### src/rtl/div_pkg.sv
// rtl/div_pkg.sv - shared sizes, FSM states and local-result codes for the divider front end
// Purpose: common definitions imported by div_clz and div_front.
// Contents: WIDTH / EXPWIDTH defaults, state_t (FSM states), local_t (results produced
//           without the iterative core).
package div_pkg;

  localparam int WIDTH    = 32;
  localparam int EXPWIDTH = 6;

  typedef enum logic [2:0] {
    IDLE,
    PREP,
    ISSUE,
    WAIT,
    RESP
  } state_t;

  // Results the front end answers by itself, without starting the core.
  typedef enum logic [1:0] {
    NONE,
    DIV0,
    OVF
  } local_t;

endpackage

### src/rtl/div_clz.sv
// rtl/div_clz.sv - combinational count-leading-zeros
// Purpose: number of leading zero bits of data, WIDTH when data is all zeros.
// Ports:
//   data  - input operand (WIDTH bits)
//   count - leading zero count, 0..WIDTH
module div_clz import div_pkg::*; #(
  parameter int WIDTH = div_pkg::WIDTH,
  localparam int CW = $clog2(WIDTH + 1)
) (
  input  logic [WIDTH-1:0] data,
  output logic [CW-1:0]    count
);

  // Scan upward so the most significant set bit is the last one to win.
  always_comb begin
    count = CW'(WIDTH);
    for (int i = 0; i < WIDTH; i++) begin
      if (data[i]) count = CW'(WIDTH - 1 - i);
    end
  end

endmodule

### src/rtl/div_front.sv
// rtl/div_front.sv - request/response front end for an iterative divider core
// Purpose: accepts a divide request, resolves divide-by-zero and signed overflow locally,
//          otherwise normalizes the operands and hands them to the core, then returns the
//          core result on the response channel.
// Ports:
//   clk, rst_n             - clock, asynchronous active-low reset
//   req_*                  - request channel (valid/ready, dividend, divisor, signed)
//   rsp_*                  - response channel (valid/ready, quotient, remainder, div0, ovf)
//   core_start, core_*     - normalized operands and control toward the core
//   core_q/r/done/free     - core result, completion strobe and availability
module div_front import div_pkg::*; #(
  parameter int WIDTH    = div_pkg::WIDTH,
  parameter int EXPWIDTH = div_pkg::EXPWIDTH
) (
  input  logic                clk,
  input  logic                rst_n,
  input  logic                req_valid,
  output logic                req_ready,
  input  logic [WIDTH-1:0]    req_dividend,
  input  logic [WIDTH-1:0]    req_divisor,
  input  logic                req_signed,
  output logic                rsp_valid,
  input  logic                rsp_ready,
  output logic [WIDTH-1:0]    rsp_q,
  output logic [WIDTH-1:0]    rsp_r,
  output logic                rsp_div0,
  output logic                rsp_ovf,
  output logic                core_start,
  output logic [WIDTH-1:0]    core_dividend_bn,
  output logic [WIDTH:0]      core_divisor_bn,
  output logic [WIDTH-1:0]    core_dividend,
  output logic [EXPWIDTH-1:0] core_cycle_num,
  output logic                core_pass_flag,
  output logic                core_zero_flag_divisor,
  output logic                core_dividend_sign,
  output logic                core_divisor_sign,
  output logic [EXPWIDTH:0]   core_divisor_bit,
  input  logic [WIDTH-1:0]    core_q,
  input  logic [WIDTH-1:0]    core_r,
  input  logic                core_done,
  input  logic                core_free
);

  localparam int LZW = $clog2(WIDTH + 1);
  localparam logic [WIDTH-1:0] MIN_NEG = {1'b1, {(WIDTH-1){1'b0}}};

  state_t           state;
  logic [WIDTH-1:0] op_n, op_d;
  logic             op_signed;
  logic [LZW-1:0]   lz_n, lz_d;
  logic [LZW-1:0]   clz_n, clz_d;
  logic             sd, sv;
  logic [WIDTH-1:0] abs_n, abs_d;
  logic [WIDTH-1:0] sh_n, sh_d;
  local_t           local_code;
  logic             fields_en;

  assign sd    = op_n[WIDTH-1] & op_signed;
  assign sv    = op_d[WIDTH-1] & op_signed;
  assign abs_n = sd ? -op_n : op_n;
  assign abs_d = sv ? -op_d : op_d;

  div_clz #(.WIDTH(WIDTH)) u_clz_n (.data(abs_n), .count(clz_n));
  div_clz #(.WIDTH(WIDTH)) u_clz_d (.data(abs_d), .count(clz_d));

  always_comb begin
    local_code = NONE;
    if (op_d == '0) begin
      local_code = DIV0;
    end else if (op_signed && (op_n == MIN_NEG) && (op_d == '1)) begin
      local_code = OVF;
    end
  end

  assign req_ready  = (state == IDLE);
  // Start is qualified by core_free in the same cycle so the core never sees a start it
  // cannot take; the FSM leaves ISSUE on exactly that cycle, giving a single pulse.
  assign core_start = (state == ISSUE) & core_free;

  // Core fields are derived from registers that only change on accept and in PREP, so
  // they are stable across ISSUE and WAIT; outside those states they read as zero.
  assign fields_en = (state == ISSUE) || (state == WAIT);
  assign sh_n      = abs_n << lz_n;
  assign sh_d      = abs_d << lz_d;

  assign core_divisor_bn        = fields_en ? {1'b0, sh_d} : '0;
  assign core_dividend_bn       = fields_en ? (sh_n >> 2) : '0;
  assign core_divisor_bit       = fields_en ? (EXPWIDTH+1)'(lz_d) : '0;
  assign core_cycle_num         = fields_en ? (EXPWIDTH'(lz_d) - EXPWIDTH'(lz_n) + EXPWIDTH'(1)) : '0;
  assign core_dividend          = fields_en ? op_n : '0;
  assign core_pass_flag         = fields_en & (abs_n < abs_d);
  assign core_zero_flag_divisor = fields_en;
  assign core_dividend_sign     = fields_en & sd;
  assign core_divisor_sign      = fields_en & sv;

  always_ff @(posedge clk or negedge rst_n) begin
    if (!rst_n) begin
      state     <= IDLE;
      op_n      <= '0;
      op_d      <= '0;
      op_signed <= 1'b0;
      lz_n      <= '0;
      lz_d      <= '0;
      rsp_valid <= 1'b0;
      rsp_q     <= '0;
      rsp_r     <= '0;
      rsp_div0  <= 1'b0;
      rsp_ovf   <= 1'b0;
    end else begin
      unique case (state)
        IDLE: begin
          if (req_valid) begin
            op_n      <= req_dividend;
            op_d      <= req_divisor;
            op_signed <= req_signed;
            state     <= PREP;
          end
        end
        PREP: begin
          lz_n <= clz_n;
          lz_d <= clz_d;
          unique case (local_code)
            DIV0: begin
              rsp_q     <= '1;
              rsp_r     <= op_n;
              rsp_div0  <= 1'b1;
              rsp_ovf   <= 1'b0;
              rsp_valid <= 1'b1;
              state     <= RESP;
            end
            OVF: begin
              rsp_q     <= MIN_NEG;
              rsp_r     <= '0;
              rsp_div0  <= 1'b0;
              rsp_ovf   <= 1'b1;
              rsp_valid <= 1'b1;
              state     <= RESP;
            end
            default: state <= ISSUE;
          endcase
        end
        ISSUE: begin
          if (core_free) state <= WAIT;
        end
        WAIT: begin
          if (core_done) begin
            rsp_q     <= core_q;
            rsp_r     <= core_r;
            rsp_div0  <= 1'b0;
            rsp_ovf   <= 1'b0;
            rsp_valid <= 1'b1;
            state     <= RESP;
          end
        end
        RESP: begin
          if (rsp_ready) begin
            rsp_valid <= 1'b0;
            state     <= IDLE;
          end
        end
        default: state <= IDLE;
      endcase
    end
  end

endmodule

### config.mk
export PLATFORM = sky130hd
export DESIGN_NAME = div_front
export DESIGN_NICKNAME = d
export VERILOG_FILES = /design/src/rtl/div_pkg.sv /design/src/rtl/div_clz.sv /design/src/rtl/div_front.sv
export SDC_FILE = /design/constraint.sdc
export NUM_CORES = 1
export LEC_CHECK = 0
export ABC_AREA = 1
export BUFFER_PORTS_ARGS = -buffer_cell sky130_fd_sc_hd__buf_2
export CAP_MARGIN = 40
export CORE_AREA = 2 2 159 161
export DETAILED_ROUTE_END_ITERATION = 16
export DIE_AREA = 0 0 161 163
export PLACE_DENSITY_LB_ADDON = 0.12
export SLEW_MARGIN = 10
export SYNTH_ARGS = -nofsm -noshare
export SYNTH_HDL_FRONTEND = slang
export SYNTH_HIERARCHICAL = 1
export SYNTH_SLANG_ARGS = --single-unit
### constraint.sdc
create_clock -name clk -period 3.65 [get_ports clk]
set_clock_uncertainty 0.1 [all_clocks]
set_input_delay 0.365 -clock clk [delete_from_list [all_inputs] [get_ports clk]]
set_output_delay 0.365 -clock clk [all_outputs]
set_load 0.05 [all_outputs]
==> flow_metrics.tcl <==
set metrics [dict create \
    worstHoldStart "core_q[31]" \
    gp_congestion 1.03 \
    place_area_mm2 0.0160 \
    drive_gt1_share_pct 24.2 \
    r2r_setup_slack_ps 310 \
    yosys_register_bits 147 \
    path_class "reg -> out" \
    dieWidth_um 161 \
    timing.setup.tns_ps -31.4 \
    critical_path.endpoint_type "output pin" \
    numCtsBuffers 17 \
    hold_viol_final 0 \
    clk_transition_reported_paths_ps 80 \
    start_util_pct 55.2 \
    cap_viol_max_count 0 \
    grt_pass1_wl_um 85400 \
    cts.sinks 147 \
    fin_area_mm2 0.0175 \
    drc_errors 0 \
    ys_seq_area_share_pct 27.0 \
    coreArea_mm2 0.0247 \
    io_buffers 313 \
    antenna_left 0 \
    layout-area-overhead-vs-synth_pct 28.8 \
    tightestPinTransition_ps 794 \
    wire_per_inst_um 18.4 \
    die_h_um 163 \
    grt-ovfl-total 0 \
    status "complete, but fails checks" \
    rsz0062_at_grt "true" \
    dieArea_mm2 0.0262 \
    h-tree-depth 4 \
    cts_tree "done" \
    cts_buffer_depth 2 \
    dpl.hpwl_um 41800 \
    hp-class "in -> reg" \
    fin_crit_ps 3680 \
    holdPathEnd "rsp_q[31]" \
    final_nets 2863 \
    slew_violations 0 \
    grt_antenna_before_repair 5 \
    routed_wl_um 55800 \
    syn_area_per_cell_um2 5.83 \
    crit_arrival_ps 3220 \
    vias 18000 \
    dr.pass1.iters 7 \
    io_pins 318 \
    grt_max_degree 80 \
    fmax_ghz 0.272 \
    maxSlewHeadroom_pct 47.1 \
    synth_area_mm2 0.0136 \
    finalWorstSetupSlack_ps -31.4 \
    r2r-start "op_signed" \
    crit-reg2reg-capture "lz_n[0]" \
    row_count 58 \
    cp.required_ps 3180 \
    fin_crit_sh_pct 101 \
    vias_per_cell 5.92 \
    synthCells 2336 \
    grt.total_usage_pct 41.3 \
    clock-root-buffer "clkbuf_16" \
    setup-violations-final 1 \
    start_kind "flip-flop" \
    final_cells 3034 \
    whs_path_depth 3 \
    drt_iter0_markers 2517 \
    violations "negative setup slack" \
    insertion_delay_ps 450 \
    dp_cells 2958 \
    worst_r2r_path_depth 37 \
    synthDistinctLibCells 42 \
    grt_pass1_vias 16200 \
    cp_max_fo 5 \
    synth_warnings 6 \
]
[cell usage after synthesis, drive strengths merged]
library cell    n  area share, %
a21oi         119            4.4
clkbuf         70            1.9
nor3           19           0.70
or2             2          0.092
ha             41            3.8
o21ai          74            2.7
o21bai          1          0.055
nor4           15           0.74
xnor2           1          0.064
nor2          289            8.1
nand2         671             19
dfrtp         147             27
a21o            2           0.11
fa              1           0.15
o211ai         10           0.55
nand3b          7           0.39
a311oi          3           0.19
clkinv          6           0.17
o31ai           2           0.11
nand4          15           0.69
conb            1          0.028
a21boi          3           0.17
a211oi          4           0.22
buf            48            1.7
inv           240            6.6
a31oi          12           0.55
o21a            6           0.33
xor2            9           0.58
mux2            4           0.33
nand3         514             19
[critical path, cell delays in order (launching register included)]
cell	delay (ps)
dfrtp_1	380
inv_2	90
ha_4	170
nand3_4	110
nor2_4	270
buf_6	140
o21ai_0	70
nand2_1	190
inv_2	60
ha_1	230
a21oi_2	140
o21ai_0	80
a21oi_1	140
nand2_1	70
nand2_1	70
nand2_1	50
nand2_1	60
nand2_1	80
a21oi_4	190
buf_6	180
[flip-flops by register name (all words and copies together), names as in the netlist]
signal and cells:
rsp_ovf 1, rsp_r 32, op_d 32, state 3
op_n 32, rsp_valid 1, lz_n 6, op_signed 1
lz_d 6, rsp_q 32, rsp_div0 1
[metrics by stage]
| step | util (%) | hold WS (ps) | worst slack (ps) |
|---|---|---|---|
| 3_3_place_gp | 64.5 | 322 | 29.3 |
| 2_1_floorplan | - | -30.6 | 3.98 |
| 6_report | 71.1 | 47.1 | -31.4 |
| 3_5_place_dp | 64.7 | 332 | -44.4 |
| 5_1_grt | 71.1 | 46.1 | -182 |
| 4_1_cts | 68.4 | 48.6 | 3.79 |
[layer usage]
metal / part of all wire, % / up-vias / track usage [%]
li1: - / 8328 / -
met1: 38 / 8229 / 50.8
met2: 47 / 1140 / 68.6
met3: 8.9 / 257 / 6.52
met4: 6.6 / 0 / 24.6
met5: 0 / - / 0
[worst max path at each step]
stage / from / end / slack, ps / cells past startpoint
after floorplan: op_d[0] / core_pass_flag / 4 / 15
after global placement: op_d[1] / core_pass_flag / 30 / 16
after detailed placement: op_d[1] / core_pass_flag / -40 / 16
after CTS: op_signed / core_pass_flag / 4 / 18
after global routing: op_n[6] / core_pass_flag / -180 / 20
final: op_d[0] / core_pass_flag / -30 / 19
[final cells by class]
class	instances	area [um^2]
multi-input combinational	1828	9120
timing repair buffer	445	2780
antenna	6	15.0
fill	2158	7140
clock buffer	17	425
inverter	246	933
tap	330	413
sequential	147	3680
clock inverter	14	159
timing repair inverter	1	5.00
[repair_timing]
item | CTS | global route
gates cloned | 1 | 1
pin swaps | 10 | 33
endpoints found under the setup margin | 26 | 37
buffers inserted | 13 | 22
hold buffers | 1 | 0
hold endpoints to repair | 73 | 0
gates resized for setup | 61 | 137
[kinds of logic (layout without fill, tap and decap cells)]
kind of cell             after synthesis  in the layout  share of synthesized area [%]
AND/OR/NAND/NOR                     1532           1532                           48.2
buffers and inverters                364            723                           10.4
multiplexers                           4              4                          0.331
adder cells (fa/ha/maj)               42             42                           3.92
flip-flops                           147            147                           27.0
XOR/XNOR                              10             10                          0.643
other                                  1             10                         0.0275
AO/OA/AOI/OAI                        236            236                           9.44
[cells in the final DEF, fill, tap and decap left out, types with 17 or more instances in the layout]
master | synthesis | final
a21oi_1 | 117 | 110
buf_2 | 17 | 288
buf_4 | 5 | 134
clkbuf_16 | 0 | 17
dfrtp_1 | 147 | 143
ha_1 | 41 | 32
inv_1 | 220 | 202
inv_2 | 20 | 36
nand2_1 | 670 | 631
nand2_2 | 1 | 37
nand3_1 | 513 | 493
nand3_2 | 1 | 18
nor2_1 | 284 | 258
nor2_2 | 3 | 25
o21ai_0 | 71 | 65
Power is left out: the tool's default activity adds up to more than one toggle a clock period on the data nets, which glitch-free logic cannot reach.
